==> config.mk <==
export PLATFORM = sky130hd
export DESIGN_NAME = keccak_share_ctrl
export DESIGN_NICKNAME = d
export VERILOG_FILES = /design/src/rtl/keccak_share_pkg.sv /design/src/rtl/keccak_share_ctrl_rr_arbiter.sv /design/src/rtl/keccak_share_ctrl.sv
export SDC_FILE = /design/constraint.sdc
export NUM_CORES = 1
export LEC_CHECK = 0
export BUFFER_PORTS_ARGS = -buffer_cell sky130_fd_sc_hd__buf_2
export CORE_AREA = 2 2 707 709
export DETAILED_ROUTE_END_ITERATION = 10
export DIE_AREA = 0 0 709 711
export PLACE_DENSITY = 0.3
export RECOVER_POWER = 100
export SLEW_MARGIN = 20
export SYNTH_ARGS = -nofsm -noshare
export SYNTH_HDL_FRONTEND = slang
export SYNTH_SLANG_ARGS = --single-unit
export TNS_END_PERCENT = 50
==> constraint.sdc <==
create_clock -name i_clk -period 2.48 [get_ports i_clk]
set_input_delay 0.124 -clock i_clk [delete_from_list [all_inputs] [get_ports i_clk]]
set_output_delay 0.124 -clock i_clk [all_outputs]
set_load 0.005 [all_outputs]
==> src/rtl/keccak_share_pkg.sv <==
// Shared types and default widths for the Keccak front-end sharing controller.
package keccak_share_pkg;

   localparam int KS_W   = 192;
   localparam int KS_DW  = 512;
   localparam int KS_BNW = 6;

   typedef enum logic [2:0] {
      ST_IDLE    = 3'd0,
      ST_CLEAR   = 3'd1,
      ST_STREAM  = 3'd2,
      ST_WAIT    = 3'd3,
      ST_DELIVER = 3'd4
   } ks_state_e;

endpackage

==> src/rtl/keccak_share_ctrl_rr_arbiter.sv <==
// Round-robin pick: first requester with req=1 at or after i_ptr, modulo N_REQ.
module rr_arbiter #(
   parameter int N_REQ = 3,
   parameter int PW    = (N_REQ > 1) ? $clog2(N_REQ) : 1
) (
   input  logic [N_REQ-1:0] i_req,
   input  logic [PW-1:0]    i_ptr,
   output logic [N_REQ-1:0] o_grant,
   output logic [PW-1:0]    o_idx,
   output logic             o_valid
);

   logic [PW:0] w_sum;

   always_comb begin
      o_grant = '0;
      o_idx   = '0;
      o_valid = 1'b0;
      w_sum   = '0;
      for (int i = 0; i < N_REQ; i++) begin
         w_sum = {1'b0, i_ptr} + (PW+1)'(i);
         if (w_sum >= (PW+1)'(N_REQ))
            w_sum = w_sum - (PW+1)'(N_REQ);
         if (!o_valid && i_req[w_sum[PW-1:0]]) begin
            o_valid                 = 1'b1;
            o_idx                   = w_sum[PW-1:0];
            o_grant[w_sum[PW-1:0]]  = 1'b1;
         end
      end
   end

endmodule

==> src/rtl/keccak_share_ctrl.sv <==
// Shares one padder + f_permutation between N_REQ hash users; pulses a core
// reset before each message, streams the owner's words, returns the digest.
module keccak_share_ctrl
   import keccak_share_pkg::*;
#(
   parameter int N_REQ = 3,
   parameter int W     = KS_W,
   parameter int BNW   = KS_BNW,
   parameter int DW    = KS_DW
) (
   input  logic                 i_clk,
   input  logic                 i_reset,
   input  logic [N_REQ-1:0]     i_req,
   input  logic [N_REQ*W-1:0]   i_req_in,
   input  logic [N_REQ-1:0]     i_req_in_ready,
   input  logic [N_REQ-1:0]     i_req_is_last,
   input  logic [N_REQ*BNW-1:0] i_req_byte_num,
   output logic [N_REQ-1:0]     o_grant,
   output logic [N_REQ-1:0]     o_req_buffer_full,
   output logic [N_REQ-1:0]     o_out_valid,
   output logic [DW-1:0]        o_out_data,
   output logic                 o_core_reset,
   output logic [W-1:0]         o_core_in,
   output logic                 o_core_in_ready,
   output logic                 o_core_is_last,
   output logic [BNW-1:0]       o_core_byte_num,
   input  logic                 i_core_buffer_full,
   input  logic [DW-1:0]        i_core_out,
   input  logic                 i_core_out_ready
);

   localparam int PW = (N_REQ > 1) ? $clog2(N_REQ) : 1;

   ks_state_e          r_state, w_state_nxt;
   logic [N_REQ-1:0]   r_grant, r_out_valid;
   logic [PW-1:0]      r_owner, r_ptr, w_ptr_inc;
   logic [DW-1:0]      r_out_data;

   logic [N_REQ-1:0]   w_arb_grant;
   logic [PW-1:0]      w_arb_idx;
   logic               w_arb_valid;

   logic               w_own_req, w_own_rdy, w_own_last, w_last_acc, w_stream, w_to_idle;
   logic [W-1:0]       w_own_word;
   logic [BNW-1:0]     w_own_bn;

   rr_arbiter #(.N_REQ(N_REQ), .PW(PW)) u_arb (
      .i_req   (i_req),
      .i_ptr   (r_ptr),
      .o_grant (w_arb_grant),
      .o_idx   (w_arb_idx),
      .o_valid (w_arb_valid)
   );

   assign w_own_req  = i_req[r_owner];
   assign w_own_rdy  = i_req_in_ready[r_owner];
   assign w_own_last = i_req_is_last[r_owner];
   assign w_own_word = i_req_in[r_owner*W +: W];
   assign w_own_bn   = i_req_byte_num[r_owner*BNW +: BNW];
   assign w_last_acc = w_own_rdy & w_own_last & ~i_core_buffer_full;
   assign w_stream   = (r_state == ST_STREAM);
   assign w_ptr_inc  = (r_owner == PW'(N_REQ-1)) ? '0 : r_owner + PW'(1);

   // A dropped req in STREAM/WAIT aborts, and beats a same-cycle is_last.
   always_comb begin
      w_state_nxt = r_state;
      case (r_state)
         ST_IDLE:    if (w_arb_valid) w_state_nxt = ST_CLEAR;
         ST_CLEAR:   w_state_nxt = ST_STREAM;
         ST_STREAM:  if (!w_own_req) w_state_nxt = ST_IDLE;
                     else if (w_last_acc) w_state_nxt = ST_WAIT;
         ST_WAIT:    if (!w_own_req) w_state_nxt = ST_IDLE;
                     else if (i_core_out_ready) w_state_nxt = ST_DELIVER;
         ST_DELIVER: w_state_nxt = ST_IDLE;
         default:    w_state_nxt = ST_IDLE;
      endcase
   end

   assign w_to_idle = (r_state != ST_IDLE) && (w_state_nxt == ST_IDLE);

   always_ff @(posedge i_clk) begin
      if (i_reset) begin
         r_state     <= ST_IDLE;
         r_grant     <= '0;
         r_owner     <= '0;
         r_ptr       <= '0;
         r_out_data  <= '0;
         r_out_valid <= '0;
      end else begin
         r_state     <= w_state_nxt;
         r_out_valid <= (r_state == ST_DELIVER) ? r_grant : '0;
         if (r_state == ST_IDLE && w_arb_valid) begin
            r_grant <= w_arb_grant;
            r_owner <= w_arb_idx;
         end
         if (w_to_idle) begin
            r_grant <= '0;
            r_ptr   <= w_ptr_inc;
         end
         if (r_state == ST_WAIT && w_state_nxt == ST_DELIVER)
            r_out_data <= i_core_out;
      end
   end

   assign o_grant           = r_grant;
   assign o_out_valid       = r_out_valid;
   assign o_out_data        = r_out_data;
   assign o_req_buffer_full = ~r_grant | (r_grant & {N_REQ{i_core_buffer_full}});
   assign o_core_reset      = i_reset | (r_state == ST_CLEAR);
   assign o_core_in         = w_stream ? w_own_word : '0;
   assign o_core_in_ready   = w_stream & w_own_rdy;
   assign o_core_is_last    = w_stream & w_own_last;
   assign o_core_byte_num   = w_stream ? w_own_bn : '0;

endmodule

==> flow_metrics.tcl <==
set metrics [dict create \
    hp-class "input pin to flip-flop" \
    syn-cell-area_um2 23560 \
    synth.largest_area_cell "dfxtp_1" \
    tns_ns -26.33 \
    fill_cells 58270 \
    rsz0062_at_grt "yes" \
    synth.distinct_cells 44 \
    synth_ff_type "dfxtp_1" \
    grtUsageMet2_pct 26.63 \
    htree_levels 3 \
    io_pins 1841 \
    drive_above_1_share_pct 37.09 \
    initialDrtViolationCount 1881 \
    areaGrowthSynthToFinish_pct 132.3 \
    fin_skew_ns 0.06503 \
    cts.clk_slew.worst_paths_ns 0.06 \
    fmax_mhz 360.4 \
    grt_util_all_layers_pct 16.23 \
    coreArea_um2 496100 \
    peakVddDrop_v 0.0004805 \
    endpoint_kind "output pin" \
    vias 35080 \
    yosysWarningCount 0 \
    synthArstFlopShare_pct 0 \
    critPathTopFamily "buffers and inverters" \
    dp.cells 11720 \
    ant_nets 0 \
    clk_latency_ns 0.81 \
    cp-start-kind "flip-flop" \
    final_max_slew_viol_count 0 \
    hold_viol_final 0 \
    dpl_cell_area_um2 42930 \
    use_met3_pct 7.148 \
    synthTopCellsByArea "dfxtp_1 45%, nand2_1 16%, a21oi_1 15%" \
    drc 0 \
    syn_nets 4335 \
    root_buffer "clkbuf_16" \
    antenna_found_initial 296 \
    powerDensity_nw_per_um2 706.1 \
    timing.critical_path.buf_inv 5 \
    criticalPathCategory "flip-flop to output pin" \
    status "finished, violations left" \
    post-route-util_pct 11.03 \
    maxCapViolations 0 \
    period_needed_ns 2.775 \
    busiest_layer "met2" \
    start_util_pct 4.749 \
    slowest_delay_ns 0.44 \
    syn-mean-instance-area_um2 7.335 \
    seq_area_frac_synth_pct 44.61 \
    worst-path-max-fanout 7 \
    syn_inst 3212 \
    critPathRequiredTime_ns 2.36 \
    synth.most_common_cell "nand2_1" \
    vias_per_cell 2.776 \
    drt-total-wl_um 429400 \
    grt_max_degree 67 \
    fin_nets 6889 \
    critical_path_arrival_ns 2.65 \
    clockBufferDepth 4 \
    worstMarginPinSlew_ns 1.206 \
    violations "negative setup slack" \
    synth_seq_cells 525 \
    power.static_leakage_nw 19.61 \
    hpwl_um 377100 \
    row_count 259 \
    die_area_um2 504100 \
    slowest_stage "mux2i_4" \
    cts_tree "yes" \
    fin_crit_sh_pct 111.9 \
    synth-edff-count 0 \
    fin_cells 12630 \
    cts_sinks 525 \
    fp.dieW_um 709 \
    crit_path_cell_trace "buf_16 -> buf_16 -> clkbuf_16 -> buf_12 -> mux2i_4 -> nor2_1 -> a21oi_1 -> nor2_1 -> buf_2" \
    synthTopCellsByCount "1,033 x nand2_1, 717 x a21oi_1, 525 x dfxtp_1" \
    grt_pass1_wl_um 507000 \
    holdWs_ns 0.1102 \
    place_congestion 1.029 \
    grt_util_met1_pct 19.35 \
    fp.dieH_um 711 \
    netlist.area_leader.share_pct 44.61 \
    numCtsBuffers 83 \
    drtPass1Iterations 5 \
    grt_pass1_vias 35750 \
    slew_headroom_pct 19.96 \
    io_buffers 1840 \
    setup_slack_ns -0.2949 \
    routedWlPerCell_um 33.99 \
    final-setup-viol-count 225 \
    fin_area_um2 54730 \
    grt-ovfl-total 0 \
]
[final cells by class]
| cell class | instances | area [µm²] | share of cell area (%) |
|---|---|---|---|
| Timing Repair Buffer | 2733 | 19320 | 35.31 |
| Multi-Input combinational cell | 2415 | 13480 | 24.63 |
| Sequential cell | 525 | 10520 | 19.22 |
| Tap cell | 6655 | 8327 | 15.22 |
| Clock buffer | 119 | 2384 | 4.355 |
| Antenna cell | 156 | 390.4 | 0.7133 |
| Clock inverter | 23 | 279.0 | 0.5098 |
| Inverter | 8 | 30.03 | 0.05487 |
[power breakdown]
group / leakage (nW) / internal (W) / switching (W)
logic: 14.1 / 0.00734 / 0.0101
registers: 4.23 / 0.00872 / 0.000304
clock network: 1.31 / 0.00708 / 0.00508
[registers in the layout, indices dropped and copies added (netlist names)]
signal	flops
r_owner	2
o_grant	3
o_out_data	512
r_state	3
r_ptr	2
o_out_valid	3
[cells in the final DEF (no fill, tap or decap), types with 3 or more instances in the layout]
cell and instances:
a221oi_1 3, clkbuf_16 91, buf_12 112, bufbuf_16 4
nor2_2 63, clkbuf_1 510, dlygate4sd3_1 522, buf_16 28
ha_1 4, buf_8 18, nor2_4 66, and2_0 3
bufinv_16 4, dfxtp_1 523, clkbuf_8 15, a21oi_2 78
a21oi_4 23, buf_6 53, buf_4 228, nor2_1 276
clkinv_2 11, a21o_1 3, mux2i_1 124, mux2i_2 23
nand3_1 3, nand2b_1 9, or3_1 3, inv_1 8
nand2_1 1033, mux2i_4 57, a21oi_1 616, diode_2 156
buf_2 1271
[metal layers]
| layer | part of all wire (%) | wire (µm) | up-vias |
|---|---|---|---|
| li1 | - | - | 15840 |
| met4 | 2.9 | 12260 | 124 |
| met3 | 10 | 44950 | 583 |
| met1 | 41 | 175700 | 16920 |
| met5 | 0.19 | 803 | - |
| met2 | 46 | 195700 | 1611 |
[logic make-up (layout without fill, tap and decap cells)]
kind of cell / count (synthesis) / count (layout) / synth area share, %
and+or+nand+nor: 1468 / 1468 / 23.75
AOI/OAI and AO/OA: 738 / 738 / 16.04
DFF: 525 / 525 / 44.61
buffers and inverters: 272 / 2883 / 6.675
muxes: 205 / 205 / 8.714
adders and majority gates: 4 / 4 / 0.2124
other: 0 / 156 / 0
[worst register-to-register path: cells and delay by family, from the launching register on]
kind	cells	cell delay, ns
simple gates	2	0.26
buf+inv	3	1.35
flops	1	0.38
compound gates	2	0.62
[per-stage QoR]
stage / setup WS (ns) / total power [W]
after floorplan: 0.4634 / 0.01320
after global placement: -0.4086 / 0.02222
after detailed placement: -0.2917 / 0.02213
after CTS: -0.4686 / 0.03872
after global routing: -0.4299 / 0.04085
final: -0.2949 / 0.03864
[what timing repair did]
item | CTS | global route
pin swaps | 27 | 41
hold buffers | 522 | 0
resized for setup | 399 | 245
cloned | 17 | 7
setup endpoints to repair | 200 | 210
endpoints found under the hold margin | 520 | 0
setup buffers | 61 | 36
[final timing paths]
path / cells after the start / slack (ns) / start / to
hold / removal: 4 / 0.11 / i_core_out[12] / o_out_data[12]$_SDFFE_PP0P_
setup reg to reg: 7 / -0.20 / r_owner[0]$_SDFFE_PP0P_ / r_state[1]$_SDFF_PP0_
hold reg to reg: 2 / 0.45 / o_out_data[328]$_SDFFE_PP0P_ / o_out_data[328]$_SDFFE_PP0P_
setup / recovery: 9 / -0.29 / r_owner[0]$_SDFFE_PP0P_ / o_core_in[103]
Power figures use the tool's default switching activity.
